===== src/rtl/door_pkg.sv =====
// Shared types and default timing for the door motion sequencer.
// Pure declarations: no logic, no latency, no flow control.
package door_pkg;

    typedef enum logic [2:0] {
        IDLE  = 3'd0,
        MV_UP = 3'd1,
        MV_DN = 3'd2,
        PAUSE = 3'd3,
        FAULT = 3'd4
    } door_state_t;

    typedef enum logic {
        DIR_DN = 1'b0,
        DIR_UP = 1'b1
    } door_dir_t;

    localparam int DEAD_CYCLES_DEF    = 8;
    localparam int TIMEOUT_CYCLES_DEF = 1000;
    localparam int DWELL_CYCLES_DEF   = 500;

    function automatic int max3(input int a, input int b, input int c);
        int m;
        m = (a > b) ? a : b;
        return (m > c) ? m : c;
    endfunction

endpackage


===== src/rtl/door_cycle_timer.sv =====
// Saturating cycle counter with synchronous clear and a count >= limit flag.
// Latency: count updates one edge after enable; flag is combinational from the count.
// Backpressure: none; enable low simply holds the count.
module door_cycle_timer #(
    parameter int W = 11
) (
    input  logic         clk,
    input  logic         rst_n,
    input  logic         clear,
    input  logic         enable,
    input  logic [W-1:0] limit,
    output logic         at_limit
);

    logic [W-1:0] count;

    always_ff @(posedge clk or negedge rst_n) begin
        if (!rst_n) begin
            count <= '0;
        end else if (clear) begin
            count <= '0;
        end else if (enable && (count != '1)) begin
            count <= count + 1'b1;
        end
    end

    assign at_limit = (count >= limit);

endmodule


===== src/rtl/door_motion_sequencer.sv =====
// Door motor sequencer: edge-detected requests, limits, obstacle reopen, dead-time reversal, timeout fault.
// Latency: motor outputs change on the edge that samples the request (Moore outputs of the state register).
// Backpressure: none; requests in PAUSE/FAULT are dropped. AUTO_CLOSE_EN adds dwell-timed auto-close.
module door_motion_sequencer
    import door_pkg::*;
#(
    parameter int DEAD_CYCLES    = DEAD_CYCLES_DEF,
    parameter int TIMEOUT_CYCLES = TIMEOUT_CYCLES_DEF,
    parameter int DWELL_CYCLES   = DWELL_CYCLES_DEF
) (
    input  logic CLK,
    input  logic RST,
    input  logic Act_Wall,
    input  logic Act_Remote,
    input  logic UP_Max,
    input  logic DN_MAX,
    input  logic Obstacle,
    output logic UP_M,
    output logic DN_M,
    output logic Fault
);

    localparam int CNT_W = $clog2(max3(DEAD_CYCLES, TIMEOUT_CYCLES, DWELL_CYCLES) + 1) + 1;

    door_state_t      state, state_nxt;
    door_dir_t        last_dir, pause_dir, pause_dir_nxt;
    logic             wall_q, remote_q, armed;
    logic             req_evt, both_lim, dwell_ok;
    logic             tmr_clr, tmr_en, tmr_hit;
    logic [CNT_W-1:0] tmr_lim;

    // armed stays low for the first edge after reset so a request already held high is not an event
    always_ff @(posedge CLK or negedge RST) begin
        if (!RST) begin
            wall_q   <= 1'b0;
            remote_q <= 1'b0;
            armed    <= 1'b0;
        end else begin
            wall_q   <= Act_Wall;
            remote_q <= Act_Remote;
            armed    <= 1'b1;
        end
    end

    assign req_evt  = armed & ((Act_Wall & ~wall_q) | (Act_Remote & ~remote_q));
    assign both_lim = UP_Max & DN_MAX;

`ifdef AUTO_CLOSE_EN
    assign dwell_ok = UP_Max & ~Obstacle;
`else
    assign dwell_ok = 1'b1;
`endif

    always_ff @(posedge CLK or negedge RST) begin
        if (!RST) begin
            state     <= IDLE;
            last_dir  <= DIR_DN;
            pause_dir <= DIR_UP;
        end else begin
            state     <= state_nxt;
            pause_dir <= pause_dir_nxt;
            if (state_nxt == MV_UP) begin
                last_dir <= DIR_UP;
            end else if (state_nxt == MV_DN) begin
                last_dir <= DIR_DN;
            end
        end
    end

    // One shared timer: count >= limit marks the last PAUSE cycle, motion overrun, or dwell expiry
    always_comb begin
        tmr_lim = CNT_W'(TIMEOUT_CYCLES);
        case (state)
            PAUSE:   tmr_lim = CNT_W'(DEAD_CYCLES - 1);
            IDLE:    tmr_lim = CNT_W'(DWELL_CYCLES - 1);
            default: ;
        endcase
    end

    assign tmr_en  = (state != FAULT);
    assign tmr_clr = (state_nxt != state) || ((state == IDLE) && !dwell_ok);

    door_cycle_timer #(.W(CNT_W)) u_timer (
        .clk      (CLK),
        .rst_n    (RST),
        .clear    (tmr_clr),
        .enable   (tmr_en),
        .limit    (tmr_lim),
        .at_limit (tmr_hit)
    );

    always_comb begin
        state_nxt     = state;
        pause_dir_nxt = pause_dir;
        case (state)
            IDLE: begin
                if (both_lim) begin
                    state_nxt = FAULT;
                end else if (req_evt) begin
                    if (DN_MAX) begin
                        state_nxt = MV_UP;
                    end else if (UP_Max) begin
                        state_nxt = MV_DN;
                    end else begin
                        state_nxt = PAUSE;
                        if (last_dir == DIR_DN) begin
                            pause_dir_nxt = DIR_UP;
                        end else begin
                            pause_dir_nxt = DIR_DN;
                        end
                    end
                end
`ifdef AUTO_CLOSE_EN
                else if (dwell_ok && tmr_hit) begin
                    state_nxt = MV_DN;
                end
`endif
            end
            MV_UP: begin
                if (both_lim || tmr_hit) begin
                    state_nxt = FAULT;
                end else if (UP_Max || req_evt) begin
                    state_nxt = IDLE;
                end
            end
            MV_DN: begin
                // obstacle outranks both a stop request and the closed limit
                if (both_lim || tmr_hit) begin
                    state_nxt = FAULT;
                end else if (Obstacle) begin
                    state_nxt     = PAUSE;
                    pause_dir_nxt = DIR_UP;
                end else if (DN_MAX || req_evt) begin
                    state_nxt = IDLE;
                end
            end
            PAUSE: begin
                if (both_lim) begin
                    state_nxt = FAULT;
                end else if (tmr_hit) begin
                    if (pause_dir == DIR_UP) begin
                        state_nxt = MV_UP;
                    end else begin
                        state_nxt = MV_DN;
                    end
                end
            end
            FAULT:   state_nxt = FAULT;
            default: state_nxt = FAULT;
        endcase
    end

    assign UP_M  = (state == MV_UP);
    assign DN_M  = (state == MV_DN);
    assign Fault = (state == FAULT);

endmodule


===== config.mk =====
export PLATFORM = sky130hd
export DESIGN_NAME = door_motion_sequencer
export DESIGN_NICKNAME = d
export VERILOG_FILES = /design/src/rtl/door_pkg.sv /design/src/rtl/door_cycle_timer.sv /design/src/rtl/door_motion_sequencer.sv
export SDC_FILE = /design/constraint.sdc
export NUM_CORES = 1
export LEC_CHECK = 0
export CAP_MARGIN = 20
export CORE_MARGIN = 2
export CORE_UTILIZATION = 25
export DETAILED_ROUTE_END_ITERATION = 6
export GPL_TIMING_DRIVEN = 0
export PLACE_DENSITY = 0.48
export SETUP_SLACK_MARGIN = 0.2
export SYNTH_ARGS = -nofsm -noshare
export SYNTH_HDL_FRONTEND = slang
export SYNTH_HIERARCHICAL = 1
export SYNTH_SLANG_ARGS = --single-unit
export TNS_END_PERCENT = 30

===== constraint.sdc =====
create_clock -name CLK -period 4.2 [get_ports CLK]
set_input_delay 0.63 -clock CLK [delete_from_list [all_inputs] [get_ports CLK]]
set_output_delay 0.63 -clock CLK [all_outputs]
set_load 0.03 [all_outputs]

==> metrics.csv, run 1 <==
metric,value,unit
status,finished clean,
die_w,81.1,µm
rsz0062_at_grt,false,
setup-tns-final,0,ps
critPathArrivalTime,3770,ps
slowest_delay,530,ps
antenna_found_initial,0,
nets,199,
critical-path-top-delay-family,compound AO/OA/AOI/OAI gates,
ys_top_cells_by_area,"dfrtp_1, ha_1, inv_1, a21oi_1, nor2_1",
drv_cap,0,
crit_type,reg -> reg,
whs,527,ps
ys_ff_latch,19,
cts_setup_buffers,0,
num_rows,28,
grt_pass1_wl,5550,µm
io_buffers,9,
critPathSlowestCell,dfrtp_1,
grt_overflow_total,0,
ant_nets,0,
wl_per_cell,12.5,µm
async_reset_ff_share,100,%
crit_path_end_kind,flop,
root_buffer,clkbuf_8,
avgSynthCellArea,8.95,µm²
grt_pass1_vias,1154,
drt_pass1_iterations,4,
drt_wl_total,3160,µm
power_density,221,nW/µm²
cts_made_buffers,3,
fillCellCount,635,
critPathBufInv,3,
yosysWarnings,6,
vias,1176,
diodes,0,
crit_fanout,10,
grt_max_degree,20,
synth.top_cell.area_share,30.3,%
start_kind,flop,
synth_area,1490,µm²
setup_viol,0,
yosysSeqAreaShare,32.1,%
htreeDepth,1,
maxSlewHeadroom,39.8,%
hpwl,2400,µm
worst_slack,574,ps
final_core_util,29.5,%
die_area,6570,µm²
clk_pin_slew,70,ps
remaining_drc_errors,0,
core-area,5820,µm²
post-place-ws,226,ps
crit_chain,inv_1 -> and3_2 -> inv_1 -> nand2_1 -> ha_1 -> nor2b_1 -> o21ai_0 -> a21oi_1 -> o21ai_1 -> nor2b_1 -> o21ai_0 -> o221ai_2 -> o211ai_2 -> clkbuf_2 -> nor2_1,
drive_gt1_share,12.8,%
area_delta_synth_final,15.5,%
max-clock-path-buffers,2,
cts_tree,built,
design_area,1720,µm²
viasPerCell,4.63,
synthCells,166,
ir_worst_vdd,0.0000810,V
maxSlewViolCount,0,
synthDistinctLibCells,50,
hp-class,reg -> reg,
cts.sinks,19,
grt.total_usage,10.8,%
gp_congestion,0.785,
fin_crit_sh,86.3,%
cp_data_required_time,4340,ps
skew,3.36,ps
drtIter0Drc,19,
place_area,1670,µm²
hold_violations,0,
synth_edf_count,0,
synth_nets,185,
p_leak,0.787,nW
synth_flop_cell,dfrtp_1,
worst_pin_slew,900,ps
clock_latency,260,ps
timing.fmax,276,MHz
die_y,81.1,µm
yosys.area.top_type,dfrtp_1,
ios,10,
period_minus_slack,3630,ps
initial_core_util,25.5,%
## Yosys cell counts, drive strengths merged, types with 2 or more instances
library cell and instances:
a21oi 15, o211ai 3, o21ai 10, nor3 5
or3 5, nand2 9, ha 12, and3 2
o31ai 5, dfrtp 18, nor2 15, and4 2
nand4 4, inv 23, xnor2 3, nand2b 3
buf 2, nand3 3, nor2b 3, conb 2
a21boi 4, xor2 2, a21o 2
## per-layer routing
layer  GRT usage (%)  routed length, µm  share of wire (%)
met1            15.2               1600                 51
met2            17.2               1460                 46
met3            1.33                 62                2.0
met4            3.05                 37                1.2
met5               0                  0                  0
## kinds of logic (layout without fill, tap and decap cells)
kind of cell,Yosys count,after routing,synth area share (%)
AND/OR/NAND/NOR,55,55,23.3
AO/OA/AOI/OAI,46,46,23.1
buffers and inverters,26,39,7.33
flip-flops,19,19,32.1
adder cells (fa/ha/maj),12,12,10.1
XOR/XNOR,5,5,2.95
other,2,2,0.506
multiplexers,1,1,0.674
## stage by stage
step | std cells | power [mW]
global placement | 250 | 0.251
global route | 254 | 0.401
CTS | 254 | 0.389
floorplan | 166 | 0.232
detailed placement | 250 | 0.252
finish | 254 | 0.379
## path summary, 6_finish.rpt
kind | cells past startpoint | end | slack, ps | startpoint
max | 15 | u_timer/count[9] | 570 | state[2]
min | 2 | pause_dir | 530 | pause_dir
max reg2reg | 15 | u_timer/count[9] | 570 | state[2]
min reg2reg | 2 | pause_dir | 530 | pause_dir
max in group asynchronous | 1 | remote_q | 2770 | RST
min in group asynchronous | 1 | u_timer/count[5] | 870 | RST
## power breakdown
part	internal [mW]	total, mW	switching, mW
Combinational	0.0196	0.0439	0.0243
Clock	0.0676	0.131	0.0639
Sequential	0.192	0.204	0.0124
Total	0.279	0.379	0.101
## flip-flops by register name, summed over array words and instances (netlist names)
register and cells:
u_timer/count 11, last_dir 1, state 3, pause_dir 1
armed 1, wall_q 1, remote_q 1
## worst reg2reg max path: stages, from the launching register on
cell and delay (ps):
dfrtp_1 530, inv_1 180, and3_2 250, inv_1 140, nand2_1 130, ha_1 300, nor2b_1 40, o21ai_0 190
a21oi_1 90, o21ai_1 400, nor2b_1 150, o21ai_0 330, o221ai_2 190, o211ai_2 220, clkbuf_2 290, nor2_1 80
## cell type report
| type | count | area, µm² | share of cell area (%) |
|---|---|---|---|
| Buffer | 3 | 23.8 | 1.39 |
| Timing Repair Buffer | 9 | 90.1 | 5.25 |
| Clock buffer | 4 | 45.0 | 2.63 |
| Tap cell | 75 | 93.8 | 5.47 |
| Inverter | 23 | 86.3 | 5.03 |
| Sequential cell | 19 | 477 | 27.8 |
| Multi-Input combinational cell | 121 | 900 | 52.4 |
## placed cells by master (no fill, tap or decap), types with 4 or more instances in the layout
| master | n |
|---|---|
| a21oi_1 | 14 |
| clkdlybuf4s50_1 | 9 |
| dfrtp_1 | 18 |
| ha_1 | 12 |
| inv_1 | 23 |
| nand2_1 | 8 |
| nor2_1 | 15 |
| nor3_1 | 4 |
| o21ai_0 | 8 |
| or3_1 | 4 |
## what timing repair did
item	in CTS	in global routing
endpoints found under the setup margin	0	10
gates resized for setup	0	3
hold buffers	0	0
(Power assumes the default switching activity.)
==> run 2, diff against run 1 <==
==> constraint.sdc (replaced) <==
create_clock -name CLK -period 4 [get_ports CLK]
set_input_delay 0.6 -clock CLK [delete_from_list [all_inputs] [get_ports CLK]]
set_output_delay 0.6 -clock CLK [all_outputs]
set_load 0.005 [all_outputs]
==> metrics.csv, run 2 (same netlist as run 1, synthesis figures left out) <==
metric,value,unit,change
final_common_cell,inv_1,,unchanged
clock_latency,260,ps,about the same
die_w,81.1,µm,unchanged
hp-class,reg -> reg,,unchanged
period_minus_slack,3430,ps,was 3630 ps
setup_viol,0,,unchanged
final_cells,254,,unchanged
core-area,5820,µm²,unchanged
grt_pass1_vias,1154,,unchanged
antenna_found_initial,0,,unchanged
ant_nets,0,,unchanged
crit_chain,inv_1 -> and3_2 -> inv_1 -> nand2_1 -> inv_1 -> inv_1 -> ha_1 -> a21o_1 -> a21oi_1 -> o21ai_2 -> nand2b_1 -> or3_1 -> o221ai_2 -> o211ai_2 -> clkbuf_2 -> a211oi_1,,was inv_1 -> and3_2 -> inv_1 -> nand2_1 -> ha_1 -> nor2b_1 -> o21ai_0 -> a21oi_1 -> o21ai_1 -> nor2b_1 -> o21ai_0 -> o221ai_2 -> o211ai_2 -> clkbuf_2 -> nor2_1
hold_end,pause_dir,,unchanged
max-clock-path-buffers,2,,unchanged
status,finished clean,,unchanged
critPathArrivalTime,3600,ps,was 3770 ps
p_leak,0.788,nW,was 0.787 nW
seqPwrFrac,53.8,%,about the same
grt.total_usage,10.8,%,unchanged
p_sw,0.106,mW,was 0.101 mW
crit_fanout,10,,unchanged
io_buffers,9,,unchanged
slowest_delay,460,ps,was 530 ps
largest-register,u_timer/count,,unchanged
nets,199,,unchanged
min_from,pause_dir,,unchanged
drtIter0Drc,16,,was 19
gp_congestion,0.785,,unchanged
initial_core_util,25.5,%,unchanged
viasPerCell,4.63,,about the same
root_buffer,clkbuf_8,,unchanged
htreeDepth,1,,unchanged
fin_crit_sh,85.7,%,was 86.3%
worst_slack,574,ps,about the same
rsz0062_at_grt,false,,unchanged
dp_cells,250,,unchanged
diodes,0,,unchanged
area_delta_synth_final,15.8,%,was 15.5%
cts.sinks,19,,unchanged
reg2reg_from,state[2],,unchanged
drt_pass1_iterations,4,,unchanged
drv_cap,0,,unchanged
maxSlewViolCount,0,,unchanged
post-place-ws,26.4,ps,was 226 ps
cts_tree,built,,unchanged
layout_common_cells,"inv_1, dfrtp_1, nor2_1, a21oi_1, ha_1",,unchanged
vias,1177,,"was 1,176"
maxSlewHeadroom,38.9,%,was 39.8%
ir_worst_vdd,0.0000851,V,was 0.0000810 V
clk_pin_slew,70,ps,about the same
grt_max_degree,20,,unchanged
start_kind,flop,,unchanged
worst_pin_slew,913,ps,was 900 ps
grt_overflow_total,0,,unchanged
reg_top3,"u_timer/count (11), state (3)",,unchanged
crit_type,reg -> reg,,unchanged
r2r_end,u_timer/count[8],,was u_timer/count[9]
rrSetupSlack,570,ps,about the same
crit_path_end_kind,flop,,unchanged
cpMostUsedCell,inv_1,,
drive_gt1_share,14.0,%,was 12.8%
pwr-share-comb,11.6,%,about the same
power_density,231,nW/µm²,was 221 nW/µm²
grt_pass1_wl,5550,µm,unchanged
switching_share,26.5,%,about the same
num_rows,28,,unchanged
cts_made_buffers,3,,unchanged
ios,10,,unchanged
critPathSlowestCell,dfrtp_2,,was dfrtp_1
hold-path-cell-count,2,,unchanged
rr_worst_depth,16,,was 15
cp_data_required_time,4170,ps,was 4340 ps
timing.fmax,292,MHz,was 276 MHz
ctsHoldBuffers,0,,unchanged
p_int,0.293,mW,was 0.279 mW
setup-tns-final,0,ps,unchanged
largest_register_ffs,11,,unchanged
hold_violations,0,,unchanged
die_area,6570,µm²,unchanged
power_frac_clock,34.6,%,was 34.7%
die_y,81.1,µm,unchanged
skew,3.65,ps,was 3.36 ps
wl_per_cell,12.5,µm,about the same
hpwl,2400,µm,unchanged
drt_wl_total,3170,µm,was 3160 µm
remaining_drc_errors,0,,unchanged
[run 2: cell counts in the layout (fill, tap and decap cells not counted)]
Identical to the previous run, type by type.
[run 2: critical path, delay by kind of cell, from the launching register on]
kind,cells,cell delay (ps)
adder cells (fa/ha/maj),1,300
AO/OA/AOI/OAI,6,1040
AND/OR/NAND/NOR,4,900
flip-flops,1,460
buffers and inverters,5,640
[run 2: repair_timing]
| item | CTS | global route |
|---|---|---|
| endpoints found under the hold margin | 0 | 0 |
| setup buffers | 0 | 0 |
| gates resized for setup | 1 | 4 |
| setup endpoints to repair | 10 | 10 |
[run 2: cell type report]
cell class | instances | area, µm²
Inverter | 23 | 86.3
Sequential cell | 19 | 478
Fill cell | 634 | 4100
Clock buffer | 4 | 45.0
Tap cell | 75 | 93.8
Buffer | 3 | 23.8
Timing Repair Buffer | 9 | 90.1
Multi-Input combinational cell | 121 | 903
[run 2: metrics by stage]
step	hold slack (ps)	util (%)	cell area (µm²)	total power, mW
after floorplan	304	-	1490	0.243
after global placement	513	28.7	1670	0.264
after detailed placement	514	28.7	1670	0.264
after CTS	528	29.5	1710	0.409
after global routing	577	29.6	1720	0.422
final	527	29.6	1720	0.398
[run 2: power by group through the flow]
| stage | combinational, mW | sequential (mW) | clock (mW) |
|---|---|---|---|
| 6_report | 0.0463 | 0.214 | 0.138 |
| 5_1_grt | 0.0537 | 0.216 | 0.152 |
| 4_1_cts | 0.0468 | 0.214 | 0.148 |
| 3_5_place_dp | 0.0462 | 0.218 | 0 |
| 3_3_place_gp | 0.0456 | 0.218 | 0 |
| 2_1_floorplan | 0.0286 | 0.215 | 0 |
[run 2: worst max-delay path by stage]
| stage | cells past startpoint | slack (ps) | end | start |
|---|---|---|---|---|
| detailed placement | 15 | 30 | u_timer/count[9] | state[2] |
| floorplan | 15 | 930 | u_timer/count[8] | state[2] |
| global route | 16 | 300 | u_timer/count[8] | state[2] |
| finish | 16 | 570 | u_timer/count[8] | state[2] |
| global placement | 15 | -20 | u_timer/count[10] | state[2] |
| CTS | 15 | 220 | u_timer/count[9] | state[2] |
[run 2: routing by layer]
| metal | GRT usage, % | vias up | wire length, µm |
|---|---|---|---|
| met3 | 1.33 | 4 | 64 |
| met1 | 15.2 | 548 | 1610 |
| met5 | 0 | - | 0 |
| met4 | 3.05 | 0 | 37 |
| met2 | 17.2 | 17 | 1460 |
| li1 | - | 608 | - |
